--- src/rtl/nec_prefetch.sv ---
// Instruction prefetch queue: fetches 16-bit words into an 8-byte circular queue
// ahead of the decoder, with redirect (set_pc) and in-flight request discard.
//
// state     | meaning
// ----------+-----------------------------------------------------------
// S_IDLE    | no bus request outstanding; start one when the queue has room
// S_FETCH   | request outstanding, returned data goes into the queue
// S_DISCARD | request outstanding after a redirect, returned data is dropped
module nec_prefetch (
    input  logic             clk,
    input  logic             reset_n,
    input  logic             ce_1,
    input  logic             ce_2,
    input  logic             set_pc,
    input  logic [15:0]      new_pc,
    input  logic [15:0]      new_ps,
    input  logic [15:0]      decode_pc,
    output logic             mem_req,
    output logic [19:0]      mem_addr,
    input  logic             mem_ack,
    input  logic [15:0]      mem_data,
    output logic [7:0][7:0]  ipq,
    output logic [3:0]       ipq_len
);

    typedef enum logic [1:0] {
        S_IDLE    = 2'd0,
        S_FETCH   = 2'd1,
        S_DISCARD = 2'd2
    } state_t;

    state_t           state_q;
    logic             mem_req_q;
    logic [19:0]      mem_addr_q;
    logic [15:0]      fetch_pc_q;
    logic [15:0]      ps_q;
    logic [7:0][7:0]  ipq_q;

    logic             enable;
    logic             can_fetch;
    logic [19:0]      mem_addr_d;
    logic [2:0]       wr_idx;
    logic [2:0]       wr_idx_next;
    logic             unused_decode_hi;

    // Only the low nibble of the distance matters; it is at most 8 when valid.
    assign ipq_len   = fetch_pc_q[3:0] - decode_pc[3:0];
    assign unused_decode_hi = ^decode_pc[15:4];

    assign enable      = ce_1 | ce_2;
    assign can_fetch   = fetch_pc_q[0] ? (ipq_len <= 4'd7) : (ipq_len <= 4'd6);
    assign mem_addr_d  = {ps_q, 4'h0} + {4'h0, fetch_pc_q[15:1], 1'b0};
    assign wr_idx      = fetch_pc_q[2:0];
    assign wr_idx_next = wr_idx + 3'd1;

    assign mem_req  = mem_req_q;
    assign mem_addr = mem_addr_q;
    assign ipq      = ipq_q;

    always_ff @(posedge clk) begin
        if (!reset_n) begin
            state_q    <= S_IDLE;
            mem_req_q  <= 1'b0;
            mem_addr_q <= 20'h0_0000;
            fetch_pc_q <= 16'h0000;
            ps_q       <= 16'hFFFF;
            ipq_q      <= '0;
        end else if (enable) begin
            case (state_q)
                S_IDLE: begin
                    if (set_pc) begin
                        fetch_pc_q <= new_pc;
                        ps_q       <= new_ps;
                    end else if (can_fetch) begin
                        state_q    <= S_FETCH;
                        mem_req_q  <= 1'b1;
                        mem_addr_q <= mem_addr_d;
                    end
                end
                S_FETCH: begin
                    if (set_pc) begin
                        fetch_pc_q <= new_pc;
                        ps_q       <= new_ps;
                        if (mem_ack) begin
                            state_q   <= S_IDLE;
                            mem_req_q <= 1'b0;
                        end else begin
                            state_q   <= S_DISCARD;
                        end
                    end else if (mem_ack) begin
                        // An odd fetch_pc only needs the upper (odd) byte of the word.
                        if (fetch_pc_q[0]) begin
                            ipq_q[wr_idx] <= mem_data[15:8];
                            fetch_pc_q    <= fetch_pc_q + 16'd1;
                        end else begin
                            ipq_q[wr_idx]      <= mem_data[7:0];
                            ipq_q[wr_idx_next] <= mem_data[15:8];
                            fetch_pc_q         <= fetch_pc_q + 16'd2;
                        end
                        state_q   <= S_IDLE;
                        mem_req_q <= 1'b0;
                    end
                end
                S_DISCARD: begin
                    if (set_pc) begin
                        fetch_pc_q <= new_pc;
                        ps_q       <= new_ps;
                    end
                    if (mem_ack) begin
                        state_q   <= S_IDLE;
                        mem_req_q <= 1'b0;
                    end
                end
                default: begin
                    state_q   <= S_IDLE;
                    mem_req_q <= 1'b0;
                end
            endcase
        end
    end

endmodule
--- config.mk ---
export PLATFORM = sky130hd
export DESIGN_NAME = nec_prefetch
export DESIGN_NICKNAME = d
export VERILOG_FILES = /design/src/rtl/nec_prefetch.sv
export SDC_FILE = /design/constraint.sdc
export NUM_CORES = 1
export LEC_CHECK = 0
export ABC_CLOCK_PERIOD_IN_PS = 3800
export CAP_MARGIN = 10
export CORE_MARGIN = 2
export CORE_UTILIZATION = 45
export DETAILED_ROUTE_END_ITERATION = 12
export PLACE_DENSITY_LB_ADDON = 0.12
export SLEW_MARGIN = 20
export SYNTH_ARGS = -nofsm -noshare
export SYNTH_HDL_FRONTEND = slang
export SYNTH_SLANG_ARGS = --single-unit
--- constraint.sdc ---
create_clock -name clk -period 3.8 [get_ports clk]
set_input_delay 0.76 -clock clk [delete_from_list [all_inputs] [get_ports clk]]
set_output_delay 0.76 -clock clk [all_outputs]
set_load 0.01 [all_outputs]
==> metrics.cfg, run 1 <==
[clock_network]
cts_max_level=4
cts_setup_buffers=0
cts-root-buf=clkbuf_16
clockBufferDepth=2
hold_buffers=0
cts_sinks=118
clk_latency_ps=410
cts_tree=yes
numCtsBuffers=17
clk_pin_slew_ps=50
postCtsResizedCells=0

[finish]
multi_input_area_um2=2940
fillers=1031
layout_commonest_cell=clkdlybuf4s50_1
layout-drive-gt1-share_pct=6.63
seq_area_um2=2360
final_cell_mix=clkdlybuf4s50_1, dfxtp_1, nand2_1
final_nets=917
syn2layout_area_growth_pct=40.1
n_antenna_cell=0

[setup_path]
regToRegEndpoint=mem_addr[16]
cp.buffers_inverters=3
crit_chain=clkdlybuf4s50_1 > inv_1 > ha_1 > nor2b_1 > o21a_1 > o21a_1 > or2_2 > clkdlybuf4s50_1
cp.depth=8
crit_path_start=decode_pc[1]
cp_data_required_time_ps=3040
critPathArrivalTime_ps=2890
cp_slowest_cell=clkdlybuf4s50_1
critPathMaxFanout=3
start_kind=input pin
path_class=in -> out
slowest_delay_ps=480
rrSetupSlack_ps=1170
reg2reg_depth=11
r2r-start=fetch_pc_q[0]
crit_family=buffers and inverters
endpoint_kind=output pin

[logic_synthesis]
synth-main-ff-cell=dfxtp_1
yosysSeqAreaShare_pct=42.8
synth_seq_cells=118
yosys_warnings=0
muxShareOfSynthArea_pct=2.65
syn-num-nets=774
synth_edf_count=0
async_reset_ff_share_pct=0
postSynthAreaPerCell_um2=8.17
synth_simple_gate_area_share_pct=18.5
syn_inst=676
synth_fa_ha_area_share_pct=6.61
synth_compound_area_share_pct=22.9
synth_cell_types=53
synth_area_um2=5520
synth.area.top_cells=dfxtp_1, nand2_1, ha_1
synth_top_cell_area_share_pct=42.8
synth_xor_area_share_pct=2.38
synth_top_cell_by_area=dfxtp_1
synth_top_family_by_area=compound AO/OA/AOI/OAI gates

[timing]
tightest_slew_ps=986
hold_slack_ps=469
hold_viol=0
post-route-period-util_pct=96.1
fin_setup_tns_ps=0
slew_viol_final=0
clock_skew_ps=5.00
rsz0062_at_grt=no
period_needed_ps=3650
max_clock_freq_mhz=274
max-slew-margin-rel_pct=34.3
setup_viol=0

[global_routing]
globalRoute.totalOverflow=0
grt_pass1_wl_mm=25.8
antenna_found_initial=0
grt_max_degree=93
grtUsageTotal_pct=24.8
first_global_vias=5353

[routing]
firstDrtPassIters=5
antenna_left=0
drtIter0Drc=311
drt_drc_violations_left=0
wl_mm=15.9
wl_per_cell_um=16.2
viasPerCell=5.60
vias=5471

[hold_path]
min_to=mem_addr[13]
worstHoldPathCells=2
hp-start=mem_addr[13]
hp-class=reg -> reg

[floorplanning]
die_w_um=115
dieHeight_um=115
initial_utilization_pct=46.0
fp.coreArea_um2=12000
die_area_um2=13200
rows=40
ios=159

[run]
drv_cap=0

[place]
port_buffers=145
gp_congestion=0.849
dp_hpwl_mm=11.0

[power_and_ir_drop]
power_density_nw_per_um2=510
ir_worst_vdd_v=0.000334
leakagePower_nw=2.93

[run_status]
outcome=completed

area by class of cell:
cell class	count	area share (%)
Clock buffer	22	6.13
Clock inverter	8	1.60
Multi-Input combinational cell	500	37.9
Inverter	22	1.07
Tap cell	147	2.38
Sequential cell	118	30.5
Timing Repair Buffer	160	20.4
how the worst max path moves through the flow:
stage | end | slack [ps]
after floorplan | mem_addr[10] | 920
after global routing | ipq_len[3] | 70
after detailed placement | ipq_len[3] | 150
final | ipq_len[3] | 150
after CTS | ipq_len[3] | 140
after global placement | ipq_len[3] | 190
where the power goes:
group          internal (mW)  switching (mW)  leakage [nW]  total [mW]
Combinational          0.440           0.479          1.69       0.919
Sequential              1.33          0.0779         0.961        1.40
Clock                   1.07           0.549         0.288        1.62
logic make-up (layout without fill, tap and decap cells):
| group | Yosys count | after routing |
|---|---|---|
| adder cells (fa/ha/maj) | 28 | 28 |
| XOR/XNOR | 15 | 15 |
| AND/OR/NAND/NOR | 238 | 238 |
| other | 1 | 1 |
| AO/OA/AOI/OAI | 204 | 204 |
| flip-flops | 118 | 118 |
| multiplexers | 14 | 14 |
| buffers and inverters | 58 | 212 |
metal layers:
layer	vias up	wire [um]	GRT usage, %
met5	-	0	0
met4	0	272	8.92
met3	23	1400	9.23
met2	213	7570	40.9
met1	2575	6620	29.7
li1	2660	-	-
registers in the layout, summed over array words and instances (netlist names):
name        flops
fetch_pc_q     16
ipq            64
state_q         2
mem_addr       19
mem_req         1
ps_q           16
synthesized netlist by cell type, types with 10 or more instances:
cell,number
a22oi_1,32
clkbuf_1,30
nor3_1,10
dfxtp_1,118
o21ai_0,46
nand2_1,95
mux2i_1,12
a21oi_1,62
nor2_1,84
nand3_1,24
a211oi_1,10
ha_1,26
inv_1,22
stage by stage:
step                      util (%)  power [mW]  cells  area (um2)  worst slack [ps]
after floorplan                  -        2.01    676        5520               916
after global placement        59.5        2.32    947        7140               192
after detailed placement      59.5        2.34    947        7140               147
after CTS                     64.4        3.97    977        7740               145
after global routing          64.4        4.13    977        7740              68.2
final                         64.4        3.94    977        7740               148
worst reg2reg max path, cell delays in order, from the launching register on:
cell and delay, ps:
dfxtp_1 300, inv_1 100, ha_1 190, inv_1 60, fa_1 380, xor2_1 190
a311oi_1 340, nand2_1 130, nor3_2 190, buf_12 220, mux2_2 360, o211ai_1 90
Note: power is estimated with default switching activity, not from simulation.
==> run 2: changes to the inputs <==
Settings changed: CTS_BUF_LIST set to sky130_fd_sc_hd__clkbuf_4, SETUP_SLACK_MARGIN set to 0.05.
==> run 2 against run 1 <==
Non-clock buffer count did not move. Clock power fell by 44%. First-iteration DRC count fell by 5.1%. Fmax barely moved. Via count fell by 0.62%. Routed wire length fell by 2.4%. Sequential power barely moved. Die area did not move. Cell area fell by 4.1%. Critical path depth did not move. Core utilization fell by 2.7 points.
==> metrics.cfg, run 2 (synthesized netlist as in run 1, its figures left out) <==
[run_status]
outcome=completed

[setup_path]
start_kind=input pin
critPathMaxFanout=3
path_class=in -> out
endpoint_kind=output pin
cp_data_required_time_ps=3040
critPathArrivalTime_ps=2890

[routing]
antenna_left=0
firstDrtPassIters=5
drtIter0Drc=295
drt_drc_violations_left=0
wl_per_cell_um=15.8
vias=5437
wl_mm=15.5
viasPerCell=5.56

[timing]
post-route-period-util_pct=96.1
hold_viol=0
max-slew-margin-rel_pct=34.2
slew_viol_final=0
rsz0062_at_grt=no
clock_skew_ps=15.9
fin_setup_tns_ps=0
setup_viol=0
tightest_slew_ps=987
max_clock_freq_mhz=274
period_needed_ps=3650

[floorplanning]
die_w_um=115
rows=40
initial_utilization_pct=46.0
fp.coreArea_um2=12000
die_area_um2=13200
dieHeight_um=115
ios=159

[clock_network]
hold_buffers=0
cts_setup_buffers=0
cts_max_level=4
cts-root-buf=clkbuf_4
postCtsResizedCells=0
cts_tree=yes
clockBufferDepth=2
clk_pin_slew_ps=100
cts_sinks=118
clk_latency_ps=520
numCtsBuffers=17

[finish]
seq_area_um2=2360
multi_input_area_um2=2940
layout-drive-gt1-share_pct=6.51
n_antenna_cell=0
final_cell_count_no_fill=977
layout_commonest_cell=clkdlybuf4s50_1
largest_reg_flops=64
syn2layout_area_growth_pct=34.3
final_nets=917
fillers=1078
final_cell_mix=clkdlybuf4s50_1, dfxtp_1, nand2_1

[place]
gp_congestion=0.849
port_buffers=145
dp_hpwl_mm=11.0
dp.cells=947

[power_and_ir_drop]
leakagePower_nw=2.79
ir_worst_vdd_v=0.000259
power_density_nw_per_um2=435

[global_routing]
grtUsageTotal_pct=24.5
antenna_found_initial=0
grt_pass1_wl_mm=25.6
grt_max_degree=93
first_global_vias=5332
globalRoute.totalOverflow=0

[hold_path]
hp-class=reg -> reg

[run]
drv_cap=0

[run 2: cell count changes in the layout (fill, tap and decap cells not counted), sizes merged]
cell / delta
clkbuf: -3
clkinv: +3
[run 2: layout make-up]
cell class              instances  area share [%]
clock buffers                  19            1.92
clock inverters                11            1.82
inverters                      22            1.11
multi-input cells             500            39.6
flip-flops and latches        118            31.8
well taps                     147            2.48
repair buffers                160            21.2
[run 2: per-layer routing]
layer	GRT usage, %	up-vias	share of wire, %
li1	-	2653	-
met1	28.8	2573	42
met2	41.4	188	48
met3	9.54	23	8.5
met4	7.95	0	1.7
met5	0	-	0
[run 2: power breakdown]
group	leakage [nW]	switching [mW]	internal, mW
Clock	0.147	0.456	0.456
Sequential	0.961	0.0773	1.32
Combinational	1.69	0.476	0.440
Total	2.79	1.01	2.22
[run 2: worst max-delay path: stages]
cell and delay [ps]:
clkdlybuf4s50_1 460, inv_1 70, ha_1 290, nor2b_1 130, o21a_1 190, o21a_1 210
or2_2 310, clkdlybuf4s50_1 480
[run 2: per-stage QoR]
step                      hold slack [ps]  utilization [%]  total power, mW  setup WS (ps)  cell area, um2
after floorplan                       445                -             2.01            916            5520
after global placement                458             59.5             2.32            192            7140
after global routing                  505             61.8             3.43           68.2            7420
after detailed placement              465             59.5             2.34            147            7140
after CTS                             481             61.8             3.25            145            7420
final                                 476             61.8             3.23            149            7420
[run 2: final timing paths]
check,startpoint,end,slack (ps),cells after the start
max,decode_pc[1],ipq_len[3],150,8
min,mem_addr[13],mem_addr[13],480,2
max reg2reg,fetch_pc_q[0],mem_addr[16],1140,11
min reg2reg,mem_addr[13],mem_addr[13],480,2
==> run 3: changes to the inputs <==
Settings changed: SLEW_MARGIN 20 to 0.
==> results of run 3 <==
No change in the layout: final DEF, timing and power equal those of run 2.
